[config.mk]
export PLATFORM = sky130hd
export DESIGN_NAME = wb_stage_pipe
export DESIGN_NICKNAME = d
export VERILOG_FILES = /design/src/rtl/wb_pkg.sv /design/src/rtl/load_extract.sv /design/src/rtl/wb_stage_pipe.sv
export SDC_FILE = /design/constraint.sdc
export NUM_CORES = 1
export LEC_CHECK = 0
export BUFFER_PORTS_ARGS = -buffer_cell sky130_fd_sc_hd__buf_4
export CAP_MARGIN = 25
export CORE_ASPECT_RATIO = 0.6
export CORE_MARGIN = 4
export CORE_UTILIZATION = 40
export DETAILED_ROUTE_END_ITERATION = 7
export GPL_TIMING_DRIVEN = 0
export PLACE_DENSITY = 0.73
export SLEW_MARGIN = 20
export SYNTH_ARGS = -nofsm -noshare
export SYNTH_HDL_FRONTEND = slang
export SYNTH_HIERARCHICAL = 1
export SYNTH_SLANG_ARGS = --single-unit
[constraint.sdc]
create_clock -name clk -period 2.6 [get_ports clk]
set_input_delay 0.13 -clock clk [delete_from_list [all_inputs] [get_ports clk]]
set_output_delay 0.13 -clock clk [all_outputs]
set_load 0.01 [all_outputs]
[src/rtl/wb_pkg.sv]
// Shared encodings for the MEM/WB writeback stage: result sources, load
// funct3 codes and the RUN/WAIT handshake states.
package wb_pkg;

   localparam logic [1:0] RES_ALU  = 2'b00;
   localparam logic [1:0] RES_LOAD = 2'b01;
   localparam logic [1:0] RES_PC4  = 2'b10;
   localparam logic [1:0] RES_IMM  = 2'b11;

   localparam logic [2:0] F3_LB  = 3'b000;
   localparam logic [2:0] F3_LH  = 3'b001;
   localparam logic [2:0] F3_LW  = 3'b010;
   localparam logic [2:0] F3_LBU = 3'b100;
   localparam logic [2:0] F3_LHU = 3'b101;

   typedef enum logic {
      WB_RUN  = 1'b0,
      WB_WAIT = 1'b1
   } wb_state_e;

   // A flushed or empty slot never counts as a load, whatever its result source.
   function automatic logic is_load_op(input logic valid,
                                       input logic flush,
                                       input logic [1:0] src);
      return valid & ~flush & (src == RES_LOAD);
   endfunction

endpackage

[src/rtl/load_extract.sv]
// Load data extraction: shift the read word down by the byte offset, then
// sign- or zero-extend a byte, halfword or word to XLEN.
module load_extract
   import wb_pkg::*;
#(
   parameter int XLEN = 32
) (
   input  logic [2:0]      funct3,
   input  logic [1:0]      offset,
   input  logic [XLEN-1:0] data,
   output logic [XLEN-1:0] result
);

   logic [XLEN-1:0] sh;

   // Misaligned accesses fall through naturally: the shift zero-fills the
   // bytes beyond the end of the word before extension.
   always_comb begin
      sh     = data >> {offset, 3'b000};
      result = '0;
      case (funct3)
         F3_LB:   result = XLEN'($signed(sh[7:0]));
         F3_LBU:  result = XLEN'(sh[7:0]);
         F3_LH:   result = XLEN'($signed(sh[15:0]));
         F3_LHU:  result = XLEN'(sh[15:0]);
         default: result = XLEN'($signed(sh[31:0]));
      endcase
   end

endmodule

[src/rtl/wb_stage_pipe.sv]
// MEM/WB pipeline register with 4-way writeback select and a RUN/WAIT load
// handshake with timeout. Optional retire counter enabled by WB_RETIRE_COUNT_EN.
module wb_stage_pipe
   import wb_pkg::*;
#(
   parameter int XLEN         = 32,
   parameter int REG_AW       = 5,
   parameter int LOAD_TIMEOUT = 16,
   parameter int RETIRE_W     = 64
) (
   input  logic              clk,
   input  logic              rst,
   input  logic              valid_m,
   input  logic              flush_m,
   input  logic              reg_write_m,
   input  logic [REG_AW-1:0] rd_m,
   input  logic [1:0]        result_src_m,
   input  logic [2:0]        funct3_m,
   input  logic [XLEN-1:0]   alu_result_m,
   input  logic [XLEN-1:0]   pc_plus4_m,
   input  logic [XLEN-1:0]   imm_ext_m,
   input  logic [XLEN-1:0]   read_data_m,
   input  logic              read_valid_m,
   output logic              valid_w,
   output logic              reg_write_w,
   output logic [REG_AW-1:0] rd_w,
   output logic [XLEN-1:0]   result_w,
   output logic              load_stall_o,
   output logic              load_err_o
`ifdef WB_RETIRE_COUNT_EN
   ,
   output logic [RETIRE_W-1:0] retire_count_o
`endif
);

   localparam int CW = (LOAD_TIMEOUT < 2) ? 1 : $clog2(LOAD_TIMEOUT + 1);

   if (XLEN < 32 || LOAD_TIMEOUT < 1 || RETIRE_W < 1) begin : g_param_check
      $error("wb_stage_pipe: XLEN must be >= 32, LOAD_TIMEOUT and RETIRE_W >= 1");
   end

   wb_state_e         state;
   logic [CW-1:0]     wait_cnt;
   logic              reg_write_q;

   logic [REG_AW-1:0] pend_rd;
   logic              pend_wr;
   logic [2:0]        pend_f3;
   logic [1:0]        pend_off;

   logic [2:0]        ext_f3;
   logic [1:0]        ext_off;
   logic [XLEN-1:0]   ext_data;
   logic [XLEN-1:0]   sel_result;
   logic              load_m;

   // While waiting, the extractor must use the captured load shape since the
   // M-stage fields are only guaranteed stable, not necessarily meaningful.
   always_comb begin
      ext_f3  = funct3_m;
      ext_off = alu_result_m[1:0];
      if (state == WB_WAIT) begin
         ext_f3  = pend_f3;
         ext_off = pend_off;
      end
   end

   load_extract #(
      .XLEN(XLEN)
   ) u_load_extract (
      .funct3(ext_f3),
      .offset(ext_off),
      .data  (read_data_m),
      .result(ext_data)
   );

   always_comb begin
      sel_result = alu_result_m;
      case (result_src_m)
         RES_ALU:  sel_result = alu_result_m;
         RES_LOAD: sel_result = ext_data;
         RES_PC4:  sel_result = pc_plus4_m;
         RES_IMM:  sel_result = imm_ext_m;
         default:  sel_result = alu_result_m;
      endcase
   end

   assign load_m = is_load_op(valid_m, flush_m, result_src_m);

   // Single state machine owning the W-stage registers and the pending load.
   always_ff @(posedge clk) begin
      if (rst) begin
         state       <= WB_RUN;
         wait_cnt    <= '0;
         valid_w     <= 1'b0;
         reg_write_q <= 1'b0;
         rd_w        <= '0;
         result_w    <= '0;
         load_err_o  <= 1'b0;
         pend_rd     <= '0;
         pend_wr     <= 1'b0;
         pend_f3     <= '0;
         pend_off    <= '0;
      end else begin
         case (state)
            WB_RUN: begin
               if (!valid_m || flush_m) begin
                  valid_w <= 1'b0;
               end else if (load_m && !read_valid_m) begin
                  pend_rd  <= rd_m;
                  pend_wr  <= reg_write_m;
                  pend_f3  <= funct3_m;
                  pend_off <= alu_result_m[1:0];
                  valid_w  <= 1'b0;
                  wait_cnt <= CW'(1);
                  state    <= WB_WAIT;
               end else begin
                  valid_w     <= 1'b1;
                  reg_write_q <= reg_write_m;
                  rd_w        <= rd_m;
                  result_w    <= sel_result;
               end
            end
            WB_WAIT: begin
               // Data arriving on the timeout cycle still retires normally.
               if (read_valid_m) begin
                  valid_w     <= 1'b1;
                  reg_write_q <= pend_wr;
                  rd_w        <= pend_rd;
                  result_w    <= ext_data;
                  state       <= WB_RUN;
               end else if (wait_cnt == CW'(LOAD_TIMEOUT)) begin
                  valid_w     <= 1'b1;
                  reg_write_q <= 1'b0;
                  rd_w        <= pend_rd;
                  result_w    <= '0;
                  load_err_o  <= 1'b1;
                  state       <= WB_RUN;
               end else begin
                  valid_w  <= 1'b0;
                  wait_cnt <= wait_cnt + CW'(1);
               end
            end
            default: state <= WB_RUN;
         endcase
      end
   end

   assign load_stall_o = (state == WB_WAIT);
   assign reg_write_w  = valid_w & reg_write_q & (rd_w != '0);

`ifdef WB_RETIRE_COUNT_EN
   always_ff @(posedge clk) begin
      if (rst) begin
         retire_count_o <= '0;
      end else if (valid_w) begin
         retire_count_o <= retire_count_o + RETIRE_W'(1);
      end
   end
`endif

endmodule

==> metrics.txt <==
share of cells above drive strength 1=43.1%; routed len/inst=19.1 um; initial antenna violation count=0; hpwl dp=12,000 um; Ys Warns=6; gr usage total=25.1%; CP required=2.79 ns; Max VDD drop=312 uV; cts bufs inserted=9; First-pass DRT Iterations=5; Switching Fraction=27.9%; diodes inserted=0; Post-CTS Hold Fix Bufs=0; Final min period=2.53 ns; largest net degree at the start of global routing=11; Initial Utilization=41.7%; Psw=0.798 mW; Post-synth ARST share=0%; CP max FO=7; met3 usage=8.92%; total wire length=15,100 um; achievable frequency=395 MHz; sequential-to-total area share from yosys stat=29.3%; max-cap check violation count=0; Clk pwr share=40.5%; ys flop type=dfxtp_1; DR vias/cell=5.62; Final setup viols=0; met2 usage=38.4%; Reg2Reg Capture Point=result_w[14]; number of synthesized flops with an enable pin=0; 1st-iter DRT viols=289; WS Path Type=flip-flop to flip-flop; P_int=2.06 mW; grt ovf=0; die footprint=11,400 sq um; Routed Antenna Nets=0; hold depth=2; HP Class=input port to flip-flop; Port Buffer Count=181; worst setup path startpoint=load_stall_o; Clock Latency Late Sink=0.33 ns; Bufs on Longest Clock Path=2; fill count=847; combinational share of power=26.2%; placer's final routability congestion estimate=0.829; Fin. Hold Viols=0; final clock skew=0.0105 ns; synthesized flop and latch total=57; unrepaired setup endpoints after global routing=false; final slew viol count=0; Vert. Die Dim=84.4 um; Worst Reg-to-Reg Cells=10; LEAKAGE=2.54 nW; Nets=805; first-pass GRT wire length=22,800 um; Final Power=2.86 mW; Syn Nets=610; Flop pwr share=33.4%; number of global-route vias before repair=4,423; worst r2r src=load_stall_o; Clock Tree Root=clkbuf_16; GR peak layer=met2; min-delay src=read_valid_m; Critical Path AT=2.72 ns; Clock Sinks=57; core region area=9320 sq um; Worst-Margin Slew=0.620 ns; area grow syn2layout=49.1%; Placement Rows=27; CTS tree=yes; Synth Instances=464; H-Tree Level Count=3; CP Launch Type=flip-flop; slew margin rel.=58.5%; met1 usage=34.3%; Post-Syn Area=3890 sq um; Chip Width=135 um; mean post-synth cell area=8.38 sq um; power density cells=493 nW/um^2; crit path to=result_w[14]; # DRC=0; final period utilization=97.4%; via count=4,451; Worst-path clk slew=0.06 ns; # IOs=185; Netlist cell types=44; CP Capture Type=flip-flop; worst hold margin=0.0244 ns; status=finished, final reports clean; R2R setup slack=0.07 ns
## layer usage
metal  vias to the layer above  share of wire (%)
li1                       2120                  -
met1                      2086                 45
met2                       230                 44
met3                        15                 10
met4                         0                1.1
met5                         -                  0
## cells in the final DEF, fill, tap and decap left out, types with 2 or more instances in the layout
cell       instances
buf_4            187
nor2_1            59
dfxtp_1           56
nand2_1           44
mux2_2            36
nor3_1            33
a22o_1            31
a221oi_1          31
a21oi_1           22
mux2i_1           22
clkbuf_1          20
a211oi_1          14
buf_2             11
nor2b_1            9
clkbuf_16          9
o21ai_0            8
buf_6              6
a211oi_2           6
nand3_1            5
inv_1              4
or3_1              3
a311oi_2           3
clkinv_2           3
buf_12             2
and4bb_2           2
nand2b_1           2
a21boi_0           2
ha_1               2
mux2i_2            2
o21ai_2            2
## metrics by stage
step                instance area, sq um  utilization, %  setup TNS (ns)  instances  setup slack (ns)
finish                              5800            62.2               0        792            0.0686
global placement                    5420            58.2          -0.770        775            -0.382
detailed placement                  5420            58.2           -1.45        775            -0.472
CTS                                 5770            61.9               0        793            0.0352
floorplan                           3900               -               0        464            0.0459
global route                        5800            62.2               0        792           0.00926
## timing repair
| action | CTS | global route |
|---|---|---|
| pin swaps | 1 | 1 |
| gates resized for setup | 6 | 10 |
| endpoints found under the setup margin | 12 | 1 |
| setup buffers | 5 | 0 |
| cloned | 0 | 0 |
## worst max-delay path, stage by stage (launching register included)
cell	delay [ns]
dfxtp_4	0.38
buf_12	0.12
mux2_2	0.34
buf_6	0.15
mux2i_2	0.26
mux2i_2	0.19
a21boi_2	0.22
nor2_2	0.08
mux4_2	0.46
nand2_1	0.11
a311oi_2	0.09
## area by class of cell
class                           count  area (sq um)  share of cell area [%]
Tap cell                          130           163                    2.80
Multi-Input combinational cell    358          2540                    43.8
Clock buffer                       10           239                    4.12
Inverter                            5          18.8                   0.323
Timing Repair Buffer              186          1410                    24.3
Buffer                             42           241                    4.16
Clock inverter                      4          45.0                   0.776
Sequential cell                    57          1140                    19.7
## cells by family (layout without fill, tap and decap cells)
kind of cell             Yosys count  after routing  synth area share (%)
buffers and inverters             49            247                  6.30
flip-flops                        57             57                  29.3
multiplexers                      62             62                  17.4
adder cells (fa/ha/maj)            2              2                 0.643
AO/OA/AOI/OAI                    127            127                  26.4
AND/OR/NAND/NOR                  167            167                  19.9
## cell usage after synthesis (2+ instances only)
| cell | number | area [sq um] |
|---|---|---|
| a221oi_1 | 31 | 272 |
| inv_1 | 4 | 15.0 |
| o21ai_0 | 8 | 40.0 |
| ha_1 | 2 | 25.0 |
| a311oi_2 | 3 | 45.0 |
| nor3_1 | 33 | 165 |
| a211oi_1 | 15 | 113 |
| a211oi_2 | 5 | 62.6 |
| a22o_1 | 31 | 272 |
| buf_4 | 2 | 15.0 |
| or3_1 | 3 | 18.8 |
| nand2_1 | 44 | 165 |
| buf_2 | 13 | 65.1 |
| buf_6 | 5 | 56.3 |
| o21ai_2 | 2 | 17.5 |
| nor2b_1 | 10 | 62.6 |
| and4bb_2 | 2 | 25.0 |
| nor2_1 | 61 | 229 |
| a21boi_0 | 2 | 15.0 |
| mux2i_1 | 25 | 250 |
| mux2_2 | 36 | 405 |
| a21oi_1 | 22 | 110 |
| buf_1 | 2 | 7.51 |
| nand3_1 | 5 | 25.0 |
| nand2b_1 | 2 | 12.5 |
| clkbuf_1 | 22 | 82.6 |
| dfxtp_1 | 57 | 1140 |
## power groups by stage
| stage | clock network, mW | logic (mW) | registers, mW |
|---|---|---|---|
| floorplan | 0 | 0.360 | 0.986 |
| global placement | 0 | 0.714 | 0.970 |
| detailed placement | 0 | 0.727 | 0.972 |
| CTS | 1.16 | 0.737 | 0.955 |
| global route | 1.20 | 0.809 | 0.959 |
| finish | 1.16 | 0.749 | 0.955 |
## flip-flops by register name, indices dropped and copies added (netlist names)
name	flops
load_err_o	1
load_stall_o	1
pend_f3	3
pend_off	2
pend_rd	5
pend_wr	1
rd_w	5
reg_write_q	1
result_w	32
valid_w	1
wait_cnt	5
## worst min-delay path by stage
| stage | endpoint | slack, ns |
|---|---|---|
| floorplan | load_stall_o | 0.20 |
| finish | load_stall_o | 0.02 |
| detailed placement | load_stall_o | 0.36 |
| CTS | load_stall_o | 0.02 |
| global route | load_stall_o | 0.03 |
| global placement | load_stall_o | 0.36 |
Note: power is estimated with default switching activity, not from simulation.
